[config.mk]
export PLATFORM = sky130hd
export DESIGN_NAME = led_colour_scheduler
export DESIGN_NICKNAME = d
export VERILOG_FILES = /design/src/rtl/led_colour_scheduler.sv
export SDC_FILE = /design/constraint.sdc
export NUM_CORES = 1
export LEC_CHECK = 0
export BUFFER_PORTS_ARGS = -buffer_cell sky130_fd_sc_hd__buf_2
export CAP_MARGIN = 20
export CORE_MARGIN = 1
export CORE_UTILIZATION = 57
export DETAILED_ROUTE_END_ITERATION = 7
export GPL_TIMING_DRIVEN = 0
export HOLD_SLACK_MARGIN = 0.08
export PLACE_DENSITY = 0.84
export SLEW_MARGIN = 20
export SYNTH_ARGS = -nofsm -noshare
export SYNTH_HDL_FRONTEND = slang
export SYNTH_SLANG_ARGS = --single-unit
[constraint.sdc]
create_clock -name clk -period 3.9 [get_ports clk]
set_input_delay 0.78 -clock clk [delete_from_list [all_inputs] [get_ports clk]]
set_output_delay 0.78 -clock clk [all_outputs]
set_load 0.01 [all_outputs]
[src/rtl/led_colour_scheduler.sv]
// led_colour_scheduler: round-robin sharing of one 3-bit RGB LED between N_REQ requesters.
//
// Ports:
//   clk         system clock, rising edge
//   rst         asynchronous reset, active low (0 = reset)
//   req         per-requester request level, held high until granted
//   req_colour  colour of requester i at [3i+2:3i]
//   req_hold    display length of requester i at [HOLD_W*i +: HOLD_W]
//   grant       one-hot, one-cycle pulse when a request is accepted
//   busy        high while a granted colour is being shown
//   done        one-cycle pulse on the last display cycle of a grant
//   colour      registered LED colour, always within 1..6
//
// With no request pending the LED steps 1..6 every IDLE_STEP cycles. A grant
// freezes that sequence; it resumes from the saved colour with a fresh step count.
module led_colour_scheduler #(
    parameter int N_REQ     = 3,
    parameter int HOLD_W    = 8,
    parameter int IDLE_STEP = 4
) (
    input  logic                    clk,
    input  logic                    rst,
    input  logic [N_REQ-1:0]        req,
    input  logic [3*N_REQ-1:0]      req_colour,
    input  logic [HOLD_W*N_REQ-1:0] req_hold,
    output logic [N_REQ-1:0]        grant,
    output logic                    busy,
    output logic                    done,
    output logic [2:0]              colour
);
    localparam int PW = $clog2(N_REQ);
    localparam int SW = (IDLE_STEP > 1) ? $clog2(IDLE_STEP) : 1;

    typedef enum logic {IDLE, SHOW} state_e;

    state_e            state_q, state_d;
    logic [SW-1:0]     step_q, step_d;
    logic [HOLD_W-1:0] hold_q, hold_d;
    logic [PW-1:0]     ptr_q, ptr_d;
    logic [2:0]        idle_colour_q, idle_colour_d;
    logic [2:0]        colour_q, colour_d;
    logic [N_REQ-1:0]  grant_q, grant_d;
    logic              busy_q, busy_d;
    logic              done_q, done_d;

    logic              found;
    logic [PW-1:0]     win;
    logic [PW:0]       idx;
    logic [2:0]        win_colour, show_colour, next_idle;
    logic [HOLD_W-1:0] win_hold, show_hold;
    logic [PW-1:0]     next_ptr;
    logic              wrap, last_show, take;

    // Circular search starting at the pointer; the first set request wins.
    always_comb begin
        found = 1'b0;
        win   = '0;
        idx   = '0;
        for (int k = 0; k < N_REQ; k++) begin
            idx = {1'b0, ptr_q} + (PW+1)'(k);
            if (idx >= (PW+1)'(N_REQ)) idx = idx - (PW+1)'(N_REQ);
            if (!found && req[idx[PW-1:0]]) begin
                found = 1'b1;
                win   = idx[PW-1:0];
            end
        end
    end

    always_comb begin
        win_colour = '0;
        win_hold   = '0;
        for (int i = 0; i < N_REQ; i++) begin
            if (win == PW'(i)) begin
                win_colour = req_colour[3*i +: 3];
                win_hold   = req_hold[HOLD_W*i +: HOLD_W];
            end
        end
    end

    // Off (0) and white (7) must never reach the LED pins.
    assign show_colour = (win_colour == 3'd0) ? 3'd1 : (win_colour == 3'd7) ? 3'd6 : win_colour;
    assign show_hold   = (win_hold == '0) ? HOLD_W'(1) : win_hold;
    assign next_ptr    = (win == PW'(N_REQ-1)) ? '0 : win + 1'b1;
    assign next_idle   = (idle_colour_q == 3'd6) ? 3'd1 : idle_colour_q + 3'd1;
    assign wrap        = step_q == SW'(IDLE_STEP-1);
    assign last_show   = (state_q == SHOW) && (hold_q == HOLD_W'(1));
    // A grant in the final SHOW cycle chains straight into the next display.
    assign take        = found && ((state_q == IDLE) || last_show);

    always_comb begin
        state_d       = state_q;
        step_d        = step_q;
        hold_d        = hold_q;
        ptr_d         = ptr_q;
        idle_colour_d = idle_colour_q;
        colour_d      = colour_q;
        grant_d       = '0;
        busy_d        = busy_q;
        done_d        = 1'b0;
        if (take) begin
            state_d  = SHOW;
            grant_d  = N_REQ'(1) << win;
            busy_d   = 1'b1;
            colour_d = show_colour;
            hold_d   = show_hold;
            done_d   = show_hold == HOLD_W'(1);
            ptr_d    = next_ptr;
        end else if (state_q == IDLE) begin
            step_d        = wrap ? '0 : step_q + 1'b1;
            idle_colour_d = wrap ? next_idle : idle_colour_q;
            colour_d      = wrap ? next_idle : colour_q;
        end else if (last_show) begin
            state_d  = IDLE;
            step_d   = '0;
            busy_d   = 1'b0;
            colour_d = idle_colour_q;
        end else begin
            hold_d = hold_q - 1'b1;
            done_d = hold_q == HOLD_W'(2);
        end
    end

    always_ff @(posedge clk or negedge rst) begin
        if (!rst) begin
            state_q       <= IDLE;
            step_q        <= '0;
            hold_q        <= '0;
            ptr_q         <= '0;
            idle_colour_q <= 3'd1;
            colour_q      <= 3'd1;
            grant_q       <= '0;
            busy_q        <= 1'b0;
            done_q        <= 1'b0;
        end else begin
            state_q       <= state_d;
            step_q        <= step_d;
            hold_q        <= hold_d;
            ptr_q         <= ptr_d;
            idle_colour_q <= idle_colour_d;
            colour_q      <= colour_d;
            grant_q       <= grant_d;
            busy_q        <= busy_d;
            done_q        <= done_d;
        end
    end

    assign grant  = grant_q;
    assign busy   = busy_q;
    assign done   = done_q;
    assign colour = colour_q;
endmodule

==> out/results.ini, run 1 <==
[place]
place_area_um2 = 2046
hpwl_um = 3252
io_buffers = 45
gp_congestion = 0.8419

[timing]
hold_viol_final = 0
clock_skew_ns = 0.002253
tightestPinTransition_ns = 0.6374
rsz0062_at_grt = false
post-route-period-util_pct = 67.31
finalCriticalPeriod_ns = 2.625
slew_headroom_pct = 57.14
final_max_slew_viol_count = 0
tns_ns = 0
fmax_mhz = 380.9
setup_viol = 0

[synthesis]
synthFlopType = dfrtp_1
synthTopCellsByCount = 27 x nor2_1, 22 x dfrtp_1, 18 x a21oi_1, 18 x nand2_1, 16 x mux2i_1
synth_cell_types = 53
synth-seq-cells = 24
yosysMostFrequentCell = nor2_1
synth_area_leaders = dfrtp_1 31%, mux2i_1 9.0%, nor2_1 5.7%, a21oi_1 5.1%, ha_1 4.9%
syn_nets = 250
ys.warnings.count = 0
synthArstFlopShare_pct = 100.0
synth_cells = 205
ys_seq_area_share_pct = 33.85
yosysTopAreaCell = dfrtp_1
syn_avg_cell_area_um2 = 8.691
netlist_area_um2 = 1782
synth_top_area_share_pct = 30.90
synth_edf_count = 0

[critical_path]
cp.arrival_ns = 2.84
required_ns = 4.12
path_class = register to register
r2r_cells = 9
cp_max_fo = 9
cp-end-kind = register
worstSetupStartpointType = register

[grt]
grt_antenna_before_repair = 0
grt_pass1_wl_um = 6969
grt_pass1_vias = 1567
grt_max_degree = 25
gr-total-overflow = 0
gr-usage-all-layers_pct = 27.09

[die]
rows = 19
ios = 46
die_area_um2 = 3354
coreArea_um2 = 2853
initial_core_util_pct = 62.46
die_w_um = 57.91
dieHeight_um = 57.91

[drt]
drt-total-wl_um = 4172
vias_per_cell = 6.186
drt_iter0_markers = 81
detail-route-antenna-nets = 0
vias = 1763
firstDrtPassIters = 4
drc_errors = 0
wl_per_cell_um = 14.64

[layout]
stdcell_area_um2 = 2082
area_delta_synth_final_pct = 16.85
insertedDiodeCount = 0
nets = 300
drive_above_1_share_pct = 26.77
seq_area_um2 = 603.1
nFillCells = 243
multiInputGateArea_um2 = 1087

[clocking]
cts_resized = 0
post_cts.repair.setup_buffers = 0
cts_max_path_buffers = 2
htreeDepth = 1
root_buffer = clkbuf_4
clock_latency_ns = 0.32
clkTransAtPathRegs_ns = 0.13
tritoncts = done
holdBufCountCts = 0
cts_sinks = 24
cts_buffers = 3

[min_path]
hold_path.class = primary input to asynchronous set/reset pin

[power_and_ir_drop]
p_leak_uw = 0.001031
cellPowerDensity_nw_per_um2 = 657.1
vdd_drop_max_mv = 0.4164

[job]
drv_cap = 0

[run_status]
status = finished clean

-- state kept, by name (all words and copies together) (netlist names) --
signal         count
idle_colour_q      3
colour             3
step_q             2
hold_q             8
grant              3
ptr_q              2
busy               1
done               1
state_q            1
-- logic make-up after synthesis --
logic type | synth area share [%]
adder cells (fa/ha/maj) | 4.916
AO/OA/AOI/OAI | 22.89
XOR/XNOR | 0.4917
buffers and inverters | 5.126
AND/OR/NAND/NOR | 20.58
multiplexers | 12.15
flip-flops | 33.85
-- power breakdown --
part           switching [uW]  total (uW)  internal, uW
Sequential               69.6         395           325
Clock                    76.1         133          57.2
Combinational             479         840           361
Total                     625        1370           744
-- worst max-delay path, cell delays in order, from the launching register on --
cell	delay, ns
dfrtp_1	0.42
inv_1	0.08
ha_1	0.41
a22oi_1	0.25
o22ai_2	0.16
or3_1	0.32
clkbuf_1	0.17
nand2_1	0.30
nor2_1	0.09
or3_1	0.31
-- layer usage --
| metal | vias to the layer above | global-route usage (%) | wire length (um) |
|---|---|---|---|
| met5 | - | 0 | 0 |
| met4 | 0 | 12.59 | 107 |
| met3 | 11 | 3.795 | 187 |
| met2 | 67 | 44.01 | 1960 |
| met1 | 834 | 35.74 | 1916 |
| li1 | 851 | - | - |
-- layout by cell type (no fill, tap or decap), types with 3 or more instances in the layout --
cell type	count
a21oi_1	18
buf_2	46
clkbuf_1	3
clkbuf_4	3
dfrtp_1	22
ha_1	7
inv_1	7
mux2_2	3
mux2i_1	16
nand2_1	18
nand3_1	5
nand4_1	3
nor2_1	27
nor2b_1	4
nor3_1	3
o21ai_0	14
or3_1	4
or4_1	4
-- cell type report --
cell class,instances,area share (%)
Multi-Input combinational cell,165,52.22
Sequential cell,24,28.97
Clock buffer,4,1.743
Buffer,8,2.945
Inverter,8,1.442
Timing Repair Buffer,45,10.82
Tap cell,31,1.863
-- per-stage QoR --
step	hold slack [ns]	setup WS, ns	power (uW)	utilization [%]	std cells
5_1_grt	0.4314	1.110	1465	72.98	285
3_3_place_gp	0.5049	1.307	1204	71.71	281
2_1_floorplan	0.4772	1.628	1034	-	205
4_1_cts	0.4261	1.274	1363	72.98	285
6_report	0.4043	1.275	1368	72.98	285
3_5_place_dp	0.5058	1.293	1225	71.71	281
-- path summary, 6_finish.rpt --
path,start,to,slack (ns)
hold / removal,rst,grant[2]$_DFF_PN0_,0.40
min in group clk,step_q[1]$_DFFE_PN0P_,step_q[1]$_DFFE_PN0P_,0.54
max in group asynchronous,rst,idle_colour_q[0]$_DFFE_PN1P_,3.13
setup reg to reg,ptr_q[0]$_DFFE_PN0P_,hold_q[3]$_DFFE_PN0P_,1.27
setup / recovery,ptr_q[0]$_DFFE_PN0P_,hold_q[3]$_DFFE_PN0P_,1.27
hold reg to reg,step_q[1]$_DFFE_PN0P_,step_q[1]$_DFFE_PN0P_,0.54
Power figures use the tool's default switching activity.
==> run 2, diff against run 1 <==
--- a/config.mk
+++ b/config.mk
@@ -8,11 +8,11 @@
 export BUFFER_PORTS_ARGS = -buffer_cell sky130_fd_sc_hd__buf_2
 export CAP_MARGIN = 20
 export CORE_MARGIN = 1
-export CORE_UTILIZATION = 57
+export CORE_UTILIZATION = 53
 export DETAILED_ROUTE_END_ITERATION = 7
 export GPL_TIMING_DRIVEN = 0
 export HOLD_SLACK_MARGIN = 0.08
-export PLACE_DENSITY = 0.84
+export PLACE_DENSITY = 0.79
 export SLEW_MARGIN = 20
 export SYNTH_ARGS = -nofsm -noshare
 export SYNTH_HDL_FRONTEND = slang
==> constraint.sdc (replaced) <==
create_clock -name clk -period 2.5 [get_ports clk]
set_input_delay 0.5 -clock clk [delete_from_list [all_inputs] [get_ports clk]]
set_output_delay 0.5 -clock clk [all_outputs]
set_load 0.01 [all_outputs]
==> run 2 against run 1 <==
Net effect: sequential share of layout area down 2.8 points; fmax up 6.4%; routed wire length up 20%; clock skew down 0.00055 ns; first-iteration DRC count down 23%; power up 96%; sequential power up 59%; largest cell class unchanged; highest routed layer unchanged.
==> out/results.ini, run 2 (synthesis results as in run 1) <==
[timing]
fin_hold_ws_ns = 0.1334  ; -0.2708 ns
fmax_mhz = 405.5  ; +6.4%
hold_viol_final = 0  ; unchanged
final_max_slew_viol_count = 0  ; unchanged
rsz0062_at_grt = true
finalCriticalPeriod_ns = 2.466  ; -0.1588 ns
post-route-period-util_pct = 98.65  ; +31 points
tightestPinTransition_ns = 0.5594  ; -0.07802 ns
clock_skew_ns = 0.001702  ; -0.0005509 ns
setup_viol = 0  ; unchanged
slew_headroom_pct = 62.71  ; +5.6 points

[place]
gp_congestion = 0.8790  ; +4.4%
io_buffers = 45  ; unchanged
dp.cells = 294  ; +4.6%
hpwl_um = 3361  ; +3.3%

[critical_path]
cp_max_fo = 9  ; unchanged
required_ns = 2.77  ; -1.35 ns
path_class = register to register
cp-end-kind = register
worstSetupStartpointType = register
cp.arrival_ns = 2.74  ; -0.10 ns

[layout]
drive_above_1_share_pct = 34.23  ; +7.5 points
largest_register = hold_q
area_delta_synth_final_pct = 29.78
seq_area_um2 = 604.3  ; +0.21%
layout_common_cells = 46 x buf_2, 25 x nor2_1, 21 x dfrtp_1
nFillCells = 249  ; +2.5%
finalNonFillerCells = 304  ; +6.7%
nets = 306  ; +2.0%
utilization_pct = 73.92  ; +0.94 points
multiInputGateArea_um2 = 1202  ; +11%
insertedDiodeCount = 0  ; unchanged
largest_reg_flops = 8  ; unchanged
layout_commonest_cell = buf_2

[die]
die_area_um2 = 3598  ; +7.3%
dieHeight_um = 59.98  ; +3.6%
rows = 20  ; +1
ios = 46  ; unchanged
initial_core_util_pct = 56.96  ; -5.5 points
coreArea_um2 = 3128  ; +9.6%
die_w_um = 59.98  ; +3.6%

[clocking]
tritoncts = done
cts_buffers = 3  ; unchanged
htreeDepth = 1  ; unchanged
holdBufCountCts = 0  ; unchanged
clkTransAtPathRegs_ns = 0.14  ; about the same
clock_latency_ns = 0.33  ; about the same
cts_max_path_buffers = 2  ; unchanged
root_buffer = clkbuf_4
cts_sinks = 24  ; unchanged

[run_status]
status = finished clean

[grt]
grt_antenna_before_repair = 0  ; unchanged
grt_pass1_vias = 1625  ; +3.7%
grt_pass1_wl_um = 7403  ; +6.2%
gr-usage-all-layers_pct = 27.69  ; +0.61 points
gr-total-overflow = 0  ; unchanged
grt_max_degree = 25  ; unchanged

[drt]
drt-total-wl_um = 5006  ; +20%
detail-route-antenna-nets = 0  ; unchanged
firstDrtPassIters = 4  ; unchanged
drt_iter0_markers = 62  ; -23%
vias = 1832  ; +3.9%
vias_per_cell = 6.026  ; -2.6%
wl_per_cell_um = 16.47  ; +12%
drc_errors = 0  ; unchanged

[job]
drv_cap = 0  ; unchanged

[power_and_ir_drop]
p_leak_uw = 0.001105  ; +7.2%
vdd_drop_max_mv = 0.8011  ; +92%
total_power_uw = 2680  ; +96%
cellPowerDensity_nw_per_um2 = 1159  ; +76%

[min_path]
hold_path.class = primary input to asynchronous set/reset pin

## run 2: repair_timing
item,4_1_cts,5_1_grt
resized for setup,4,24
pin swaps,1,11
buffers inserted,0,7
setup endpoints to repair,5,19
## run 2: final cells by class
type | count | area share [%]
multi-input combinational | 165 | 52.00
sequential | 24 | 26.14
timing repair buffer | 52 | 13.10
buffer | 7 | 2.706
tap | 44 | 2.381
inverter | 8 | 1.407
clock inverter | 1 | 1.299
clock buffer | 3 | 0.9740
## run 2: critical path, cell delays in order (launching register included)
cell	delay, ns
dfrtp_2	0.47
inv_1	0.06
ha_1	0.14
buf_6	0.16
mux2i_4	0.27
o22ai_4	0.12
buf_4	0.16
nor3_4	0.34
nor2_4	0.14
a311oi_1	0.38
a21oi_1	0.07
o21ai_1	0.09
## run 2: stage by stage
stage | instance area, um2 | setup TNS (ns) | setup slack (ns)
2_1_floorplan | 1782 | 0 | 0.2284
3_3_place_gp | 2062 | -0.1172 | -0.04927
3_5_place_dp | 2062 | -0.2913 | -0.1149
4_1_cts | 2127 | 0 | 0.01557
5_1_grt | 2312 | -0.2775 | -0.1098
6_report | 2312 | 0 | 0.03364
## run 2: layer usage
layer | track usage (%) | vias to the layer above | share of wire, %
met3 | 3.463 | 9 | 5.1
met1 | 36.07 | 894 | 41
met5 | 0 | - | 0
li1 | - | 867 | -
met4 | 8.638 | 0 | 1.9
met2 | 47.46 | 62 | 52
## run 2: power by group
part / leakage (uW) / internal, uW / switching [uW]
clock: 0.0000279 / 162 / 132
sequential: 0.000296 / 510 / 118
combinational: 0.000781 / 820 / 938
total: 0.00110 / 1490 / 1190
## run 2: worst paths after layout
kind                                                 to  depth (start not counted)                    startpoint  slack, ns
hold / removal                       grant[2]$_DFF_PN0_                          1                           rst       0.13
min in group clk                  colour[0]$_DFFE_PN1P_                          4                 req_colour[4]       0.45
setup / recovery                  colour[0]$_DFFE_PN1P_                         11          ptr_q[1]$_DFFE_PN0P_       0.03
max in group asynchronous          ptr_q[1]$_DFFE_PN0P_                          1                           rst       1.97
hold reg to reg            idle_colour_q[0]$_DFFE_PN1P_                          1  idle_colour_q[0]$_DFFE_PN1P_       0.54
setup reg to reg                  colour[0]$_DFFE_PN1P_                         11          ptr_q[1]$_DFFE_PN0P_       0.03
